File: src/rtl/cpu_types_pkg.sv
// Shared types for the EX/MEM pipeline register: memory-wait FSM states and
// the latched pipeline entry layout.
package cpu_types_pkg;

    typedef enum logic [1:0] {
        MEM_IDLE   = 2'd0,
        MEM_WAIT   = 2'd1,
        MEM_HALTED = 2'd2
    } mem_state_e;

    typedef struct packed {
        logic [31:0] alu_out;
        logic [31:0] rdat2;
        logic [31:0] pc_4;
        logic [31:0] br_target;
        logic [4:0]  wsel;
        logic        zero;
        logic        MemWr;
        logic        MemRd;
        logic        branch;
        logic        halt;
        logic        RegWr;
        logic [1:0]  PCSrc;
        logic [1:0]  MemtoReg;
    } exmem_t;

    // A bubble is an all-zero entry: no control side effects, zero data.
    localparam exmem_t EXMEM_BUBBLE = '0;

    localparam logic [7:0] WAIT_CNT_MAX = 8'hFF;

endpackage

File: src/rtl/execute_mem_reg_if.sv
// Port bundle for the EX/MEM register: execute-stage inputs, latched mem_*
// outputs and the data-memory handshake.
interface execute_mem_reg_if;
    logic        EN;
    logic        flush;
    logic [31:0] exe_alu_out, exe_rdat2, exe_pc_4, exe_br_target;
    logic [4:0]  exe_wsel;
    logic        exe_zero, exe_MemWr, exe_MemRd, exe_branch, exe_halt, exe_RegWr;
    logic [1:0]  exe_PCSrc, exe_MemtoReg;
    logic [31:0] mem_alu_out, mem_rdat2, mem_pc_4, mem_br_target;
    logic [4:0]  mem_wsel;
    logic        mem_zero, mem_MemWr, mem_MemRd, mem_branch, mem_halt, mem_RegWr;
    logic [1:0]  mem_PCSrc, mem_MemtoReg;
    logic        dhit;
    logic [31:0] dmemload;
    logic        dmemREN, dmemWEN;
    logic [31:0] dmemaddr, dmemstore, mem_dload;
    logic        mem_stall, mem_timeout;

    modport execute_mem_reg (
        input  EN, flush, exe_alu_out, exe_rdat2, exe_pc_4, exe_br_target, exe_wsel,
               exe_zero, exe_MemWr, exe_MemRd, exe_branch, exe_halt, exe_RegWr,
               exe_PCSrc, exe_MemtoReg, dhit, dmemload,
        output mem_alu_out, mem_rdat2, mem_pc_4, mem_br_target, mem_wsel,
               mem_zero, mem_MemWr, mem_MemRd, mem_branch, mem_halt, mem_RegWr,
               mem_PCSrc, mem_MemtoReg, dmemREN, dmemWEN, dmemaddr, dmemstore,
               mem_dload, mem_stall, mem_timeout
    );

    modport tb (
        output EN, flush, exe_alu_out, exe_rdat2, exe_pc_4, exe_br_target, exe_wsel,
               exe_zero, exe_MemWr, exe_MemRd, exe_branch, exe_halt, exe_RegWr,
               exe_PCSrc, exe_MemtoReg, dhit, dmemload,
        input  mem_alu_out, mem_rdat2, mem_pc_4, mem_br_target, mem_wsel,
               mem_zero, mem_MemWr, mem_MemRd, mem_branch, mem_halt, mem_RegWr,
               mem_PCSrc, mem_MemtoReg, dmemREN, dmemWEN, dmemaddr, dmemstore,
               mem_dload, mem_stall, mem_timeout
    );
endinterface

File: src/rtl/mem_wait_ctrl.sv
// Memory-access sequencing for the EX/MEM register: IDLE/WAIT/HALTED FSM,
// saturating wait counter and sticky watchdog.
import cpu_types_pkg::*;

module mem_wait_ctrl #(
    parameter int DMEM_TIMEOUT = 255
) (
    input  logic       i_clk,
    input  logic       i_rst,
    input  logic       i_en,
    input  logic       i_memop,
    input  logic       i_halt,
    input  logic       i_dhit,
    output mem_state_e o_state,
    output logic       o_advance,
    output logic       o_complete,
    output logic       o_timeout
);
    localparam logic [7:0] TIMEOUT_CNT = DMEM_TIMEOUT[7:0];

    mem_state_e r_state, w_next;
    logic [7:0] r_cnt;
    logic [7:0] w_cnt_inc;
    logic       r_timeout;

    always_comb begin
        w_next = r_state;
        case (r_state)
            MEM_IDLE: begin
                if (i_memop && !i_dhit) w_next = MEM_WAIT;
                else if (i_halt)        w_next = MEM_HALTED;
            end
            MEM_WAIT: begin
                if (i_dhit) w_next = i_halt ? MEM_HALTED : MEM_IDLE;
            end
            default: w_next = MEM_HALTED;
        endcase
    end

    // A halted entry is never replaced; an outstanding access must finish first.
    assign o_complete = (r_state != MEM_HALTED) && i_memop && i_dhit;
    assign o_advance  = (r_state == MEM_IDLE) && !i_halt && (!i_memop || i_dhit) && i_en;
    assign w_cnt_inc  = r_cnt + 8'd1;

    always_ff @(posedge i_clk) begin
        if (i_rst) begin
            r_state   <= MEM_IDLE;
            r_cnt     <= '0;
            r_timeout <= 1'b0;
        end else begin
            r_state <= w_next;
            if (r_state == MEM_IDLE && w_next == MEM_WAIT)
                r_cnt <= '0;
            else if (r_state == MEM_WAIT && r_cnt != WAIT_CNT_MAX)
                r_cnt <= w_cnt_inc;
            if (DMEM_TIMEOUT != 0 && r_state == MEM_WAIT && r_cnt != WAIT_CNT_MAX &&
                w_cnt_inc == TIMEOUT_CNT)
                r_timeout <= 1'b1;
        end
    end

    assign o_state   = r_state;
    assign o_timeout = r_timeout;

endmodule

File: src/rtl/execute_mem_reg.sv
// EX/MEM pipeline register: latches execute results, drives the data-memory
// request from the latched entry and holds it until the access completes.
import cpu_types_pkg::*;

module execute_mem_reg #(
    parameter int DMEM_TIMEOUT = 255
) (
    input logic                              CLK,
    input logic                              RST,
    execute_mem_reg_if.execute_mem_reg       bus
);
    exmem_t     r_entry, w_exe;
    logic [31:0] r_dload;
    mem_state_e w_state;
    logic       w_advance, w_complete, w_timeout, w_memop, w_active;

    assign w_exe = '{alu_out: bus.exe_alu_out, rdat2: bus.exe_rdat2, pc_4: bus.exe_pc_4,
                     br_target: bus.exe_br_target, wsel: bus.exe_wsel, zero: bus.exe_zero,
                     MemWr: bus.exe_MemWr, MemRd: bus.exe_MemRd, branch: bus.exe_branch,
                     halt: bus.exe_halt, RegWr: bus.exe_RegWr, PCSrc: bus.exe_PCSrc,
                     MemtoReg: bus.exe_MemtoReg};

    assign w_memop  = r_entry.MemRd || r_entry.MemWr;
    assign w_active = (w_state != MEM_HALTED);

    mem_wait_ctrl #(.DMEM_TIMEOUT(DMEM_TIMEOUT)) u_wait_ctrl (
        .i_clk      (CLK),
        .i_rst      (RST),
        .i_en       (bus.EN),
        .i_memop    (w_memop),
        .i_halt     (r_entry.halt),
        .i_dhit     (bus.dhit),
        .o_state    (w_state),
        .o_advance  (w_advance),
        .o_complete (w_complete),
        .o_timeout  (w_timeout)
    );

    always_ff @(posedge CLK) begin
        if (RST) begin
            r_entry <= EXMEM_BUBBLE;
            r_dload <= '0;
        end else begin
            if (w_complete && r_entry.MemRd)
                r_dload <= bus.dmemload;
            if (w_advance)
                r_entry <= bus.flush ? EXMEM_BUBBLE : w_exe;
            else if (w_complete) begin
                // Drop the request bits so a completed access is not reissued.
                r_entry.MemRd <= 1'b0;
                r_entry.MemWr <= 1'b0;
            end
        end
    end

    assign bus.mem_alu_out   = r_entry.alu_out;
    assign bus.mem_rdat2     = r_entry.rdat2;
    assign bus.mem_pc_4      = r_entry.pc_4;
    assign bus.mem_br_target = r_entry.br_target;
    assign bus.mem_wsel      = r_entry.wsel;
    assign bus.mem_zero      = r_entry.zero;
    assign bus.mem_MemWr     = r_entry.MemWr;
    assign bus.mem_MemRd     = r_entry.MemRd;
    assign bus.mem_branch    = r_entry.branch;
    assign bus.mem_halt      = r_entry.halt;
    assign bus.mem_RegWr     = r_entry.RegWr;
    assign bus.mem_PCSrc     = r_entry.PCSrc;
    assign bus.mem_MemtoReg  = r_entry.MemtoReg;

    assign bus.dmemREN     = w_active && r_entry.MemRd;
    assign bus.dmemWEN     = w_active && r_entry.MemWr;
    assign bus.dmemaddr    = r_entry.alu_out;
    assign bus.dmemstore   = r_entry.rdat2;
    assign bus.mem_dload   = r_dload;
    assign bus.mem_stall   = w_active && w_memop && !bus.dhit;
    assign bus.mem_timeout = w_timeout;

endmodule

File: src/flat_wrapper.sv
// flat-port wrapper written by rule: the top's interface ports become plain ports
module execute_mem_reg_flat 
#(
    parameter int DMEM_TIMEOUT = 255
)
  (CLK, RST, bus_EN, bus_flush, bus_exe_alu_out, bus_exe_rdat2, bus_exe_pc_4, bus_exe_br_target, bus_exe_wsel, bus_exe_zero, bus_exe_MemWr, bus_exe_MemRd, bus_exe_branch, bus_exe_halt, bus_exe_RegWr, bus_exe_PCSrc, bus_exe_MemtoReg, bus_dhit, bus_dmemload, bus_mem_alu_out, bus_mem_rdat2, bus_mem_pc_4, bus_mem_br_target, bus_mem_wsel, bus_mem_zero, bus_mem_MemWr, bus_mem_MemRd, bus_mem_branch, bus_mem_halt, bus_mem_RegWr, bus_mem_PCSrc, bus_mem_MemtoReg, bus_dmemREN, bus_dmemWEN, bus_dmemaddr, bus_dmemstore, bus_mem_dload, bus_mem_stall, bus_mem_timeout);
  execute_mem_reg_if bus_i ();
  input logic CLK;
  input logic RST;
  input wire logic [$bits(bus_i.EN)-1:0] bus_EN;
  input wire logic [$bits(bus_i.flush)-1:0] bus_flush;
  input wire logic [$bits(bus_i.exe_alu_out)-1:0] bus_exe_alu_out;
  input wire logic [$bits(bus_i.exe_rdat2)-1:0] bus_exe_rdat2;
  input wire logic [$bits(bus_i.exe_pc_4)-1:0] bus_exe_pc_4;
  input wire logic [$bits(bus_i.exe_br_target)-1:0] bus_exe_br_target;
  input wire logic [$bits(bus_i.exe_wsel)-1:0] bus_exe_wsel;
  input wire logic [$bits(bus_i.exe_zero)-1:0] bus_exe_zero;
  input wire logic [$bits(bus_i.exe_MemWr)-1:0] bus_exe_MemWr;
  input wire logic [$bits(bus_i.exe_MemRd)-1:0] bus_exe_MemRd;
  input wire logic [$bits(bus_i.exe_branch)-1:0] bus_exe_branch;
  input wire logic [$bits(bus_i.exe_halt)-1:0] bus_exe_halt;
  input wire logic [$bits(bus_i.exe_RegWr)-1:0] bus_exe_RegWr;
  input wire logic [$bits(bus_i.exe_PCSrc)-1:0] bus_exe_PCSrc;
  input wire logic [$bits(bus_i.exe_MemtoReg)-1:0] bus_exe_MemtoReg;
  input wire logic [$bits(bus_i.dhit)-1:0] bus_dhit;
  input wire logic [$bits(bus_i.dmemload)-1:0] bus_dmemload;
  output wire logic [$bits(bus_i.mem_alu_out)-1:0] bus_mem_alu_out;
  output wire logic [$bits(bus_i.mem_rdat2)-1:0] bus_mem_rdat2;
  output wire logic [$bits(bus_i.mem_pc_4)-1:0] bus_mem_pc_4;
  output wire logic [$bits(bus_i.mem_br_target)-1:0] bus_mem_br_target;
  output wire logic [$bits(bus_i.mem_wsel)-1:0] bus_mem_wsel;
  output wire logic [$bits(bus_i.mem_zero)-1:0] bus_mem_zero;
  output wire logic [$bits(bus_i.mem_MemWr)-1:0] bus_mem_MemWr;
  output wire logic [$bits(bus_i.mem_MemRd)-1:0] bus_mem_MemRd;
  output wire logic [$bits(bus_i.mem_branch)-1:0] bus_mem_branch;
  output wire logic [$bits(bus_i.mem_halt)-1:0] bus_mem_halt;
  output wire logic [$bits(bus_i.mem_RegWr)-1:0] bus_mem_RegWr;
  output wire logic [$bits(bus_i.mem_PCSrc)-1:0] bus_mem_PCSrc;
  output wire logic [$bits(bus_i.mem_MemtoReg)-1:0] bus_mem_MemtoReg;
  output wire logic [$bits(bus_i.dmemREN)-1:0] bus_dmemREN;
  output wire logic [$bits(bus_i.dmemWEN)-1:0] bus_dmemWEN;
  output wire logic [$bits(bus_i.dmemaddr)-1:0] bus_dmemaddr;
  output wire logic [$bits(bus_i.dmemstore)-1:0] bus_dmemstore;
  output wire logic [$bits(bus_i.mem_dload)-1:0] bus_mem_dload;
  output wire logic [$bits(bus_i.mem_stall)-1:0] bus_mem_stall;
  output wire logic [$bits(bus_i.mem_timeout)-1:0] bus_mem_timeout;
  assign bus_i.EN = bus_EN;
  assign bus_i.flush = bus_flush;
  assign bus_i.exe_alu_out = bus_exe_alu_out;
  assign bus_i.exe_rdat2 = bus_exe_rdat2;
  assign bus_i.exe_pc_4 = bus_exe_pc_4;
  assign bus_i.exe_br_target = bus_exe_br_target;
  assign bus_i.exe_wsel = bus_exe_wsel;
  assign bus_i.exe_zero = bus_exe_zero;
  assign bus_i.exe_MemWr = bus_exe_MemWr;
  assign bus_i.exe_MemRd = bus_exe_MemRd;
  assign bus_i.exe_branch = bus_exe_branch;
  assign bus_i.exe_halt = bus_exe_halt;
  assign bus_i.exe_RegWr = bus_exe_RegWr;
  assign bus_i.exe_PCSrc = bus_exe_PCSrc;
  assign bus_i.exe_MemtoReg = bus_exe_MemtoReg;
  assign bus_i.dhit = bus_dhit;
  assign bus_i.dmemload = bus_dmemload;
  assign bus_mem_alu_out = bus_i.mem_alu_out;
  assign bus_mem_rdat2 = bus_i.mem_rdat2;
  assign bus_mem_pc_4 = bus_i.mem_pc_4;
  assign bus_mem_br_target = bus_i.mem_br_target;
  assign bus_mem_wsel = bus_i.mem_wsel;
  assign bus_mem_zero = bus_i.mem_zero;
  assign bus_mem_MemWr = bus_i.mem_MemWr;
  assign bus_mem_MemRd = bus_i.mem_MemRd;
  assign bus_mem_branch = bus_i.mem_branch;
  assign bus_mem_halt = bus_i.mem_halt;
  assign bus_mem_RegWr = bus_i.mem_RegWr;
  assign bus_mem_PCSrc = bus_i.mem_PCSrc;
  assign bus_mem_MemtoReg = bus_i.mem_MemtoReg;
  assign bus_dmemREN = bus_i.dmemREN;
  assign bus_dmemWEN = bus_i.dmemWEN;
  assign bus_dmemaddr = bus_i.dmemaddr;
  assign bus_dmemstore = bus_i.dmemstore;
  assign bus_mem_dload = bus_i.mem_dload;
  assign bus_mem_stall = bus_i.mem_stall;
  assign bus_mem_timeout = bus_i.mem_timeout;
  execute_mem_reg #(.DMEM_TIMEOUT(DMEM_TIMEOUT)) u_core (.CLK(CLK), .RST(RST), .bus(bus_i));
endmodule
File: config.mk
export PLATFORM = sky130hd
export DESIGN_NAME = execute_mem_reg_flat
export DESIGN_NICKNAME = d
export VERILOG_FILES = /design/src/rtl/cpu_types_pkg.sv /design/src/rtl/execute_mem_reg_if.sv /design/src/rtl/mem_wait_ctrl.sv /design/src/rtl/execute_mem_reg.sv /design/src/flat_wrapper.sv
export SDC_FILE = /design/constraint.sdc
export NUM_CORES = 1
export LEC_CHECK = 0
export BUFFER_PORTS_ARGS = -buffer_cell sky130_fd_sc_hd__buf_2
export CORE_AREA = 2 2 173 175
export CTS_CLUSTER_DIAMETER = 200
export DETAILED_ROUTE_END_ITERATION = 6
export DIE_AREA = 0 0 175 177
export PLACE_DENSITY = 0.66
export SYNTH_ARGS = -nofsm -noshare
export SYNTH_HDL_FRONTEND = slang
export SYNTH_SLANG_ARGS = --single-unit
File: constraint.sdc
create_clock -name CLK -period 1.65 [get_ports CLK]
set_clock_uncertainty 0.05 [all_clocks]
set_input_delay 0.0825 -clock CLK [delete_from_list [all_inputs] [get_ports CLK]]
set_output_delay 0.0825 -clock CLK [all_outputs]
set_load 0.03 [all_outputs]
==> metrics.md <==
| Metric | Value |
|---|---|
| Final hold violations | 0 |
| Via Count | 8288 |
| Largest area contributor in the netlist | dfxtp_1 |
| Starting density of the core | 27.5% |
| CP peak stage delay | 0.33 ns |
| Top FF cell, synth | dfxtp_1 |
| DRC errors left | 0 |
| Max Freq | 623 MHz |
| Hold Path Class | primary input to register |
| Syn Area/Cell | 8.82 um2 |
| Leakage power figure | 5.51 nW |
| Largest net degree at the start of global routing | 63 |
| GRT Total Usage | 16.1% |
| Dominant cell by count in the synthesized netlist | nand2_1 |
| Postcts setup bufs | 0 |
| Diodes inserted | 0 |
| Final Util | 43.2% |
| Worst skew pair latency | 0.42 ns |
| Setup TNS | 0 ns |
| Die Wd | ~180 um |
| Crit-path max FO | 15 |
| Rows | between 60 and 70 |
| Core box area | 0.0292 mm2 |
| Max-slew headroom | 73.6% |
| WP data required | around 1.9 ns |
| CP most frequent cell | buf_12 |
| Die Span Y | 177 um |
| Worst path cell trace | o21bai_4 -> and4b_4 -> buf_12 -> buf_12 -> nand3_1 -> a21oi_2 |
| CTS Root Cell | clkbuf_16 |
| Routability cong. | 0.813 |
| Critical setup path kind | register to register |
| CTS tree | yes |
| Setup crit start kind | register |
| Async S/R FF share, synth | 0% |
| Synth area leaders | dfxtp_1 46%, nand2_1 9.7%, nand3_2 8.7%, a21oi_2 7.5%, a21oi_1 6.7% |
| CTS sink cnt | 186 |
| Max-cap viol count | 0 |
| Synth top cells by count | 207 x nand2_1, 186 x dfxtp_1, 108 x a21oi_1 |
| Slowest stage cell, crit path | dfxtp_2 |
| Global-route wire length before repair | 40.4 mm |
| Critical path buffers and inverters | 2 |
| Initial antenna violation count | 0 |
| CP Data Arrival Time | 1.90 ns |
| GR Overflow Total | 0 |
| Synth top area share | between 40 and 50% |
| Via density | 4.52 |
| DP Cell Count | 1625 |
| ANT nets after route | 0 |
| CTS H-Tree Depth | 4 |
| DPL Wire Length | 17.4 mm |
| EDFF count, synth | 0 |
| First-pass DRT Iterations | 5 |
| IO Pins | 423 |
| Initial DRC count | about 350 |
| Pwr dens | 920 mW/mm2 |
| Syn. warnings | 0 |
| Layout Cells excl Fill | 1833 |
| Nets | 1613 |
| Clk slew on worst S/H paths | 0.07 ns |
| CP top delay family | simple AND/OR/NAND/NOR gates |
| Min Clock Period, post-route | between 1.5 and 2 ns |
| Synthesized netlist cell count | 911 |
| Layout cells sized above 1 | between 40% and 50% |
| Layout Area Growth over Synthesis | 57.2% |
| Worst slew pin tran | 0.396 ns |
| Clock buffer depth | 2 |
| Register area share after synthesis | a little under half |
| # port buffers | roughly 420 |
| Count of different cell masters after synthesis | 42 |
| Vias in the first global route | 7917 |
| Fin Hold WS | 0.0452 ns |
| Crit end category | register |
| Status | finished clean |
| CTS buffer count | 17 |
| Wirelength per Cell | 14.5 um |
| Post-synth net total | ~1100 |
| Max IR drop VDD | between 600 and 700 uV |
| Tcrit/Tclk final | 97.3% |
| Final setup vio count | 0 |
| Area of the die | 0.0310 mm2 |
| Synthesized cell area | 0.00804 mm2 |
| Synth Register Bits | 186 |
| Max Slew Vio Count | 0 |
| Final WL | ~27 mm |
## through the flow
step           power, W  worst slack [ns]  instance area, um2
2_1_floorplan   0.00635            0.0634                8040
3_3_place_gp    0.00697             0.102               10200
3_5_place_dp    0.00699            0.0681               10200
4_1_cts          0.0117            0.0521               12600
5_1_grt          0.0121           -0.0294               12600
6_report         0.0116            0.0437               12600
## cell usage in the layout, fill, tap and decap left out, drive strengths merged, types with 3 or more instances in the layout
master,instances
nand3,143
dfxtp,186
a21oi,177
dlygate4sd3,177
nand2,207
clkinvlp,3
bufinv,3
buf,461
xor2,4
inv,8
clkbuf,20
o21ai,4
and3,3
nor2,11
## tightest hold or removal path: stages
cell and delay, ns:
buf_2 0.12, inv_6 0.12, nand3_2 0.10, a21oi_2 0.05
## final cells by class
class | instances | area [um2]
sequential | 186 | 3730
timing repair buffer | 638 | 4350
clock inverter | 11 | 159
clock buffer | 20 | 467
tap | 390 | 488
multi-input combinational | 583 | 3420
inverter | 5 | 23.8
fill | 2757 | 16600
## cell families (layout without fill, tap and decap cells)
kind of cell             after synthesis  count (layout)  synth area share, %
AO/OA/AOI/OAI                        191             191                 15.6
XOR/XNOR                               6               6                0.654
adder cells (fa/ha/maj)                2               2                0.311
buffers and inverters                142             674                 11.7
flip-flops                           186             186                 46.3
multiplexers                           1               1                0.125
AND/OR/NAND/NOR                      383             383                 25.3
## flip-flops by register name, summed over array words and instances (netlist names)
register / count
u_core.bus.dmemaddr: 32
u_core.bus.dmemstore: 32
u_core.bus.mem_MemRd: 1
u_core.bus.mem_MemWr: 1
u_core.bus.mem_MemtoReg: 2
u_core.bus.mem_PCSrc: 2
u_core.bus.mem_RegWr: 1
u_core.bus.mem_br_target: 32
u_core.bus.mem_branch: 1
u_core.bus.mem_dload: 32
u_core.bus.mem_halt: 1
u_core.bus.mem_pc_4: 32
u_core.bus.mem_wsel: 5
u_core.bus.mem_zero: 1
u_core.u_wait_ctrl.o_state: 2
u_core.u_wait_ctrl.o_timeout: 1
u_core.u_wait_ctrl.r_cnt: 8
## routing by layer
metal	global-route usage [%]	routed length (um)	up-vias	share of wire, %
met3	3.52	1640	47	6.2
met4	5.66	589	0	2.2
met1	18.4	10800	3869	41
met5	0	0	-	0
li1	-	-	4031	-
met2	29.4	13600	341	51
## repair_timing
action | 4_1_cts | 5_1_grt
resized for setup | 0 | 11
endpoints found under the hold margin | 176 | 0
setup endpoints to repair | 0 | 27
hold buffers | 177 | 0
## power breakdown
part	internal, W	switching, W
Clock	0.00253	0.00185
Combinational	0.000975	0.00148
Sequential	0.00468	0.000120
## worst paths after layout
| kind | cells past startpoint | to | startpoint | slack (ns) |
|---|---|---|---|---|
| min reg2reg | 2 | u_core.bus.mem_pc_4[31]$_SDFFE_PP0P_ | u_core.bus.mem_pc_4[31]$_SDFFE_PP0P_ | 0.40 |
| max reg2reg | 6 | u_core.bus.mem_pc_4[30]$_SDFFE_PP0P_ | u_core.bus.mem_MemRd$_SDFFE_PP0P_ | 0.04 |
| min | 4 | u_core.bus.dmemaddr[24]$_SDFFE_PP0P_ | bus_flush | 0.05 |
| max | 6 | u_core.bus.mem_pc_4[30]$_SDFFE_PP0P_ | u_core.bus.mem_MemRd$_SDFFE_PP0P_ | 0.04 |
(Power assumes the default switching activity.)
